<file path="config.mk">
export PLATFORM = sky130hd
export DESIGN_NAME = fifo_rd_streamer_flat
export DESIGN_NICKNAME = d
export VERILOG_FILES = /design/src/rtl/fifo_rd_streamer_pkg.sv /design/src/rtl/fifo_rd_streamer_if.sv /design/src/rtl/fifo_rd_streamer_skid_buf.sv /design/src/rtl/fifo_rd_streamer.sv /design/src/flat_wrapper.sv
export SDC_FILE = /design/constraint.sdc
export NUM_CORES = 1
export LEC_CHECK = 0
export BUFFER_PORTS_ARGS = -buffer_cell sky130_fd_sc_hd__buf_2
export CAP_MARGIN = 10
export CORE_MARGIN = 8
export CORE_UTILIZATION = 38
export DETAILED_ROUTE_END_ITERATION = 12
export HOLD_SLACK_MARGIN = 0.08
export PLACE_DENSITY = 0.61
export SLEW_MARGIN = 0
export SYNTH_ARGS = -nofsm -noshare
export SYNTH_HDL_FRONTEND = slang
export SYNTH_SLANG_ARGS = --single-unit
</file>
<file path="constraint.sdc">
create_clock -name clk -period 2.76 [get_ports clk]
set_input_delay 0.276 -clock clk [delete_from_list [all_inputs] [get_ports clk]]
set_output_delay 0.276 -clock clk [all_outputs]
set_load 0.03 [all_outputs]
</file>
<file path="src/rtl/fifo_rd_streamer_pkg.sv">
// Shared types and constants for the FIFO read-side streamer.
package fifo_rd_streamer_pkg;

    typedef enum logic [1:0] {
        RD_IDLE,
        RD_RUN,
        RD_DRAIN,
        RD_DONE
    } rd_state_e;

    localparam int SKID_DEPTH = 2;

endpackage

</file>
<file path="src/rtl/fifo_rd_streamer_if.sv">
// FIFO read port plus outgoing valid/ready stream, bundled for the streamer.
interface fifo_rd_streamer_if #(
    parameter int FIFO_WIDTH = 16
);
    logic                  rd_en;
    logic                  empty;
    logic [FIFO_WIDTH-1:0] data_out;
    logic                  underflow;
    logic [FIFO_WIDTH-1:0] m_data;
    logic                  m_valid;
    logic                  m_ready;

    modport master (
        output rd_en, m_data, m_valid,
        input  empty, data_out, underflow, m_ready
    );

    modport slave (
        input  rd_en, m_data, m_valid,
        output empty, data_out, underflow, m_ready
    );
endinterface

</file>
<file path="src/rtl/fifo_rd_streamer_skid_buf.sv">
// Two-entry in-order skid buffer; absorbs the FIFO read latency ahead of the stream.
module rd_skid_buf
    import fifo_rd_streamer_pkg::*;
#(
    parameter int FIFO_WIDTH = 16
) (
    input  logic                  clk,
    input  logic                  rst_n,
    input  logic                  push,
    input  logic [FIFO_WIDTH-1:0] push_data,
    input  logic                  pop,
    output logic [1:0]            occupancy,
    output logic [FIFO_WIDTH-1:0] head,
    output logic                  valid
);
    logic [FIFO_WIDTH-1:0] slot0;
    logic [FIFO_WIDTH-1:0] slot1;
    logic                  pop_eff;
    logic                  push_eff;

    assign valid    = (occupancy != 2'd0);
    assign pop_eff  = pop && valid;
    assign push_eff = push && (pop_eff || (occupancy < 2'(SKID_DEPTH)));
    assign head     = valid ? slot0 : '0;

    always_ff @(posedge clk or negedge rst_n) begin
        if (!rst_n) begin
            occupancy <= 2'd0;
        end else if (push_eff && !pop_eff) begin
            occupancy <= occupancy + 2'd1;
        end else if (!push_eff && pop_eff) begin
            occupancy <= occupancy - 2'd1;
        end
    end

    // Slot contents are qualified by occupancy, so they carry no reset.
    always_ff @(posedge clk) begin
        if (pop_eff) begin
            slot0 <= (push_eff && occupancy == 2'd1) ? push_data : slot1;
            slot1 <= push_data;
        end else if (push_eff) begin
            if (occupancy == 2'd0) begin
                slot0 <= push_data;
            end else begin
                slot1 <= push_data;
            end
        end
    end

endmodule

</file>
<file path="src/rtl/fifo_rd_streamer.sv">
// Burst read engine: drains the FIFO read port into a valid/ready stream.
module fifo_rd_streamer
    import fifo_rd_streamer_pkg::*;
#(
    parameter int FIFO_WIDTH = 16,
    parameter int CNT_W      = 16
) (
    input  logic                 clk,
    input  logic                 rst_n,
    input  logic                 start,
    input  logic [CNT_W-1:0]     burst_len,
    input  logic                 abort,
    fifo_rd_streamer_if.master   bus,
    output logic                 busy,
    output logic                 done,
    output logic                 underflow_err,
    output logic [CNT_W-1:0]     word_count
);
    rd_state_e        state;
    rd_state_e        state_next;
    logic [CNT_W-1:0] remaining;
    logic             inflight;
    logic [1:0]       occupancy;
    logic             start_ok;
    logic             push;
    logic             xfer;

    assign start_ok = (state == RD_IDLE) && start;
    assign push     = inflight && !bus.underflow;
    assign xfer     = bus.m_valid && bus.m_ready;

    // Counting the in-flight word guarantees a slot exists when its data lands.
    assign bus.rd_en = (state == RD_RUN) && !abort && !bus.empty &&
                       (remaining != '0) &&
                       (({1'b0, occupancy} + {2'b00, inflight}) < 3'(SKID_DEPTH));

    always_comb begin
        state_next = state;
        busy       = (state != RD_IDLE);
        done       = (state == RD_DONE);
        unique case (state)
            RD_IDLE:  if (start) state_next = (burst_len != '0) ? RD_RUN : RD_DONE;
            RD_RUN:   if (abort || (bus.rd_en && remaining == CNT_W'(1))) state_next = RD_DRAIN;
            RD_DRAIN: if (!inflight && occupancy == 2'd0) state_next = RD_DONE;
            RD_DONE:  state_next = RD_IDLE;
            default:  state_next = RD_IDLE;
        endcase
    end

    always_ff @(posedge clk or negedge rst_n) begin
        if (!rst_n) begin
            state         <= RD_IDLE;
            remaining     <= '0;
            inflight      <= 1'b0;
            word_count    <= '0;
            underflow_err <= 1'b0;
        end else begin
            state    <= state_next;
            inflight <= bus.rd_en;
            if (start_ok) begin
                remaining     <= burst_len;
                word_count    <= '0;
                underflow_err <= 1'b0;
            end else begin
                if (bus.rd_en) remaining <= remaining - CNT_W'(1);
                if (xfer) word_count <= word_count + CNT_W'(1);
                if (inflight && bus.underflow) underflow_err <= 1'b1;
            end
        end
    end

    rd_skid_buf #(
        .FIFO_WIDTH (FIFO_WIDTH)
    ) u_skid (
        .clk       (clk),
        .rst_n     (rst_n),
        .push      (push),
        .push_data (bus.data_out),
        .pop       (bus.m_ready),
        .occupancy (occupancy),
        .head      (bus.m_data),
        .valid     (bus.m_valid)
    );

endmodule

</file>
<file path="src/flat_wrapper.sv">
// flat-port wrapper written by rule: the top's interface ports become plain ports
module fifo_rd_streamer_flat import fifo_rd_streamer_pkg::*;
#(
    parameter int FIFO_WIDTH = 16,
    parameter int CNT_W      = 16
)
  (clk, rst_n, start, burst_len, abort, busy, done, underflow_err, word_count, bus_rd_en, bus_m_data, bus_m_valid, bus_empty, bus_data_out, bus_underflow, bus_m_ready);
  fifo_rd_streamer_if #(.FIFO_WIDTH(FIFO_WIDTH)) bus_i ();
  input  logic clk;
  input  logic rst_n;
  input  logic start;
  input  logic [CNT_W-1:0] burst_len;
  input  logic abort;
  output logic busy;
  output logic done;
  output logic underflow_err;
  output logic [CNT_W-1:0] word_count;
  output wire logic [$bits(bus_i.rd_en)-1:0] bus_rd_en;
  output wire logic [$bits(bus_i.m_data)-1:0] bus_m_data;
  output wire logic [$bits(bus_i.m_valid)-1:0] bus_m_valid;
  input wire logic [$bits(bus_i.empty)-1:0] bus_empty;
  input wire logic [$bits(bus_i.data_out)-1:0] bus_data_out;
  input wire logic [$bits(bus_i.underflow)-1:0] bus_underflow;
  input wire logic [$bits(bus_i.m_ready)-1:0] bus_m_ready;
  assign bus_rd_en = bus_i.rd_en;
  assign bus_m_data = bus_i.m_data;
  assign bus_m_valid = bus_i.m_valid;
  assign bus_i.empty = bus_empty;
  assign bus_i.data_out = bus_data_out;
  assign bus_i.underflow = bus_underflow;
  assign bus_i.m_ready = bus_m_ready;
  fifo_rd_streamer #(.FIFO_WIDTH(FIFO_WIDTH), .CNT_W(CNT_W)) u_core (.clk(clk), .rst_n(rst_n), .start(start), .burst_len(burst_len), .abort(abort), .bus(bus_i), .busy(busy), .done(done), .underflow_err(underflow_err), .word_count(word_count));
endmodule
</file>
==> impl_metrics.toml, run 1 <==
[setup_path]
start_kind = "flop"
path_cells = "or3_1 -> or4_4 -> o21ai_2 -> inv_1 -> buf_2"
r2r-start = "u_core.state[1]"
crit_fanout = 5
cpLargestDelayFamily = "simple AND/OR/NAND/NOR gates"
crit_type = "flop to output pin"
arrival_ns = 2.34
crit_slowest_cell = "or4_4"
slowest_delay_ns = 0.59
startpoint = "u_core.remaining[6]"
crit_buf_inv = 2
cp-end-kind = "output pin"
cp_data_required_time_ns = 2.48

[power]
pwr-share-comb_pct = 39.9
p_leak_nw = 1.84
vdd_drop_max_v = 0.000511
power_frac_clock_pct = 19.4
p_int_mw = 2.38
seqPwrFrac_pct = 40.7
p_sw_share_pct = 41.7
powerDensity_nw_per_um2 = 957
switching_power_mw = 1.70
p_total_mw = 4.07

[final_layout]
area_growth_pct = 20.8
drive_gt1_share_pct = 31.3
final_nets = 450
diodes = 0
final_cell_mix = "buf_2, dfrtp_1, edfxtp_1"
layout_commonest_cell = "buf_2"

[floorplan]
die_height_um = 112
io-pin-count = 76
rows = 35
initial_core_util_pct = 38.7
dieArea_sq_um = 12600
fp.dieW_um = 112
core_area_sq_um = 9110

[clock_tree]
numCtsBuffers = 9
cts_tree = "yes"
clkTransAtPathRegs_ns = 0.09
post_cts_resized = 0
cts.sink_count = 70
clock_path_buffers = 2
cts_setup_buffers = 0
clock_latency_ns = 0.35
htreeDepth = 3
root_buffer = "clkbuf_8"

[sta]
max-slew-margin-rel_pct = 41.3
min_period_over_period_pct = 94.9
max_freq_ghz = 0.382
setup_violations = 0
finalHoldViolations = 0
fin_skew_ns = 0.0137
slew_viol_final = 0
fin_crit_ns = 2.62
setup_tns_ns = 0
rsz0062_at_grt = "false"
tightest_slew_ns = 0.880
hold_slack_ns = 0.114

[route]
wl_per_cell_um = 15.8
dr.pass1.iters = 4
avgViaCountPerCell = 5.10
drt-total-wl_mm = 8.11
vias = 2619
ant_nets = 0
route.detailed.drc = 0
first_iter_violations = 110

[global_routing]
gr-max-usage-layer = "met2"
grt_pass1_vias = 2836
grt_util_met2_pct = 22.0
use_met3_pct = 4.94
grt_pass1_wl_mm = 13.9
use_met1_pct = 16.5
grt-ovfl-total = 0
antenna_found_initial = 0
grt_max_degree = 39
grt_usage_pct = 13.7

[place]
hpwl_mm = 5.92
globalplace.congestion = 0.829
portBuffers = 75

[yosys]
ys_seq_area_share_pct = 54.3
synth_top_family_by_area = "simple AND/OR/NAND/NOR gates"
syn_inst = 313
synth_compound_area_share_pct = 7.74
async_reset_ff_share_pct = 54.3
syn-num-nets = 365
syn_avg_cell_area_sq_um = 11.3
synth_fa_ha_area_share_pct = 4.62
syn_area_sq_um = 3520
synth_flop_cell = "dfrtp_1"
yosys.area_share.simple_pct = 18.3
synth_mux_area_share_pct = 5.68
synth_edf_count = 32
yosys.area_share.xor_xnor_pct = 6.47
yosysUniqueCellTypes = 46
ys_seq_elements = 70
synth_warnings = 0

[outcome]
status = "finished clean"

[min_path]
hold_path_class = "input port to flop"
min-delay-start = "bus_data_out[8]"

[run]
cap_viol_max_count = 0
==> cells by family after synthesis <==
group,after synthesis
AO/OA/AOI/OAI,41
multiplexers,18
adder cells (fa/ha/maj),13
AND/OR/NAND/NOR,118
XOR/XNOR,26
flip-flops,70
buffers and inverters,27
==> final timing paths <==
kind | endpoint | slack, ns | cells after the start
worst max register to register | u_core.remaining[7] | 0.35 | 7
worst min-delay path | u_core.u_skid.slot1[8] | 0.11 | 1
worst max-delay path | bus_rd_en | 0.14 | 5
worst min register to register | u_core.underflow_err | 0.51 | 2
max in group asynchronous | u_core.word_count[3] | 1.62 | 2
min in group asynchronous | u_core.remaining[10] | 0.57 | 2
==> stage by stage <==
step,utilization (%),setup WS [ns],cell area [sq um],std cells
global placement,44.6,0.423,4060,497
floorplan,-,0.0464,3520,313
CTS,46.7,0.126,4260,514
global route,46.7,0.0488,4260,514
finish,46.7,0.140,4260,514
detailed placement,44.6,0.357,4060,497
==> layer usage <==
metal | vias up | wire length, um
li1 | 1282 | -
met1 | 1267 | 3790
met2 | 64 | 3740
met3 | 6 | 481
met4 | 0 | 97
met5 | - | 0
==> Yosys cell counts (3+ instances only) <==
cell type / number / area, sq um
a21oi_1: 8 / 40.0
xnor2_1: 10 / 87.6
nor2b_1: 19 / 119
nand4_1: 9 / 56.3
nor2_1: 29 / 109
nand2_1: 22 / 82.6
nor4_1: 6 / 37.5
edfxtp_1: 32 / 961
or3_1: 6 / 37.5
ha_1: 13 / 163
and2_1: 3 / 18.8
nand3_1: 3 / 15.0
inv_1: 17 / 63.8
xor2_1: 16 / 140
nor3_1: 6 / 30.0
clkbuf_1: 10 / 37.5
mux2_2: 16 / 180
a31oi_1: 3 / 18.8
o21ai_0: 13 / 65.1
dfrtp_1: 38 / 951
==> worst reg2reg max path, cell delays in order (launching register included) <==
cell      delay, ns
dfrtp_1        0.40
inv_1          0.13
ha_1           0.19
or4b_4         0.50
or3_1          0.45
or3_1          0.32
a221oi_1       0.24
nor2_1         0.07
==> area by class of cell <==
cell class	instances	area, sq um
clock buffer	9	124
clock inverter	7	62.6
fill	882	4850
inverter	17	63.8
multi-input combinational	216	1510
sequential	70	1910
tap	111	139
timing repair buffer	84	445
==> timing repair <==
action	in CTS	in global routing
hold buffers	1	0
hold endpoints to repair	38	0
setup endpoints to repair	0	0
==> sequential cells by signal, indices dropped and copies added (netlist names) <==
name	flops
u_core.inflight	1
u_core.remaining	16
u_core.state	2
u_core.u_skid.occupancy	2
u_core.u_skid.slot0	16
u_core.u_skid.slot1	16
u_core.underflow_err	1
u_core.word_count	16
==> power by group through the flow <==
stage | sequential [mW] | combinational (mW) | clock (mW)
5_1_grt | 1.70 | 1.80 | 0.865
3_5_place_dp | 1.68 | 1.64 | 0
6_report | 1.66 | 1.63 | 0.790
4_1_cts | 1.66 | 1.65 | 0.823
3_3_place_gp | 1.67 | 1.63 | 0
2_1_floorplan | 1.67 | 1.14 | 0
No activity file was read; power rests on OpenSTA's default activity.
==> run 2: changes to the inputs <==
- PLACE_DENSITY: 0.61 -> default
==> run 2 against run 1 <==
Net effect:
- global-route usage down 0.29 points
- cell count up 0.19%
- sequential share of layout area decreased by 0.26 points
- register-to-register slack improved by 0.03 ns
- final area is 0.59% higher
- utilization is 0.27 points higher
- critical path depth unchanged
- setup slack gained 0.021 ns
- maximum frequency up 0.81%
- combinational power is essentially flat
==> impl_metrics.toml, run 2 (synthesis results as in run 1) <==
[outcome]
status = "finished clean"

[clock_tree]
cts_tree = "yes"
cts.sink_count = 70
post_cts_resized = 0
clock_latency_ns = 0.35
htreeDepth = 3
numCtsBuffers = 9
root_buffer = "clkbuf_8"
clock_path_buffers = 2
clkTransAtPathRegs_ns = 0.09
cts_setup_buffers = 0
cts_hold_buf = 1

[final_layout]
final_cell_mix = "buf_2, dfrtp_1, edfxtp_1"
area_growth_pct = 21.5
fin_area_sq_um = 4280
final_nets = 451
stdcell_count = 515
diodes = 0
drive_gt1_share_pct = 31.4
fin_util_pct = 47.0
layout_commonest_cell = "buf_2"
fillers = 864

[route]
drt-total-wl_mm = 8.17
vias = 2591
first_iter_violations = 62
avgViaCountPerCell = 5.03
ant_nets = 0
route.detailed.drc = 0
wl_per_cell_um = 15.9
dr.pass1.iters = 4

[power]
powerDensity_nw_per_um2 = 969
p_total_mw = 4.15
vdd_drop_max_v = 0.000451
p_leak_nw = 1.84

[place]
hpwl_mm = 6.00
globalplace.congestion = 0.822
dpl_cell_area_sq_um = 4070
placed_cells = 498
portBuffers = 75
place_ws_ns = 0.378

[global_routing]
grt_usage_pct = 13.4
grt_max_degree = 39
grt_pass1_wl_mm = 13.6
grt-ovfl-total = 0
grt_pass1_vias = 2782
antenna_found_initial = 0

[sta]
max_freq_ghz = 0.385
fin_crit_ns = 2.60
tightest_slew_ns = 0.852
setup_tns_ns = 0
slew_viol_final = 0
setup_violations = 0
setup_ws_ns = 0.161
hold_slack_ns = 0.109
min_period_over_period_pct = 94.2
max-slew-margin-rel_pct = 43.2
fin_skew_ns = 0.0105
finalHoldViolations = 0
rsz0062_at_grt = "false"

[floorplan]
io-pin-count = 76
die_height_um = 112
dieArea_sq_um = 12600
fp.dieW_um = 112
rows = 35
core_area_sq_um = 9110
initial_core_util_pct = 38.7

[run]
cap_viol_max_count = 0

[min_path]
hold_path_class = "input port to flop"
whs_path_depth = 1

[setup_path]
crit_fanout = 5
start_kind = "flop"
cp-end-kind = "output pin"
crit_type = "flop to output pin"
cp_data_required_time_ns = 2.48
arrival_ns = 2.32
ff2ff_path_depth = 7
==> run 2: worst paths after layout <==
path,start,endpoint,slack [ns]
worst min register to register,u_core.underflow_err,u_core.underflow_err,0.55
worst max register to register,u_core.state[1],u_core.remaining[7],0.38
min in group asynchronous,rst_n,u_core.remaining[8],0.57
worst max-delay path,u_core.remaining[6],bus_rd_en,0.16
worst min-delay path,bus_data_out[10],u_core.u_skid.slot1[10],0.11
max in group asynchronous,rst_n,u_core.remaining[13],1.65
==> run 2: routing by layer <==
layer	up-vias	part of all wire (%)	GRT usage [%]
li1	1281	-	-
met1	1239	46	16.7
met2	62	45	20.8
met3	9	7.0	4.56
met4	0	1.5	5.85
met5	-	0	0
==> run 2: final cells by class <==
| type | instances | area (sq um) | share of cell area, % |
|---|---|---|---|
| clock buffers | 9 | 124 | 2.89 |
| clock inverters | 7 | 80.1 | 1.87 |
| inverters | 17 | 63.8 | 1.49 |
| multi-input cells | 216 | 1510 | 35.3 |
| flip-flops and latches | 70 | 1910 | 44.7 |
| well taps | 111 | 139 | 3.24 |
| repair buffers | 85 | 453 | 10.6 |
==> run 2: worst max-delay path, cell delays in order (launching register included) <==
cell	delay (ns)
dfrtp_1	0.42
or3_1	0.47
or4_4	0.59
o21ai_2	0.21
inv_1	0.10
buf_2	0.19
==> run 2: report_power, final <==
part	leakage, nW	switching [mW]	total [mW]	internal (mW)
Combinational	0.958	1.04	1.63	0.595
Sequential	0.789	0.215	1.66	1.44
Clock	0.0968	0.430	0.858	0.428
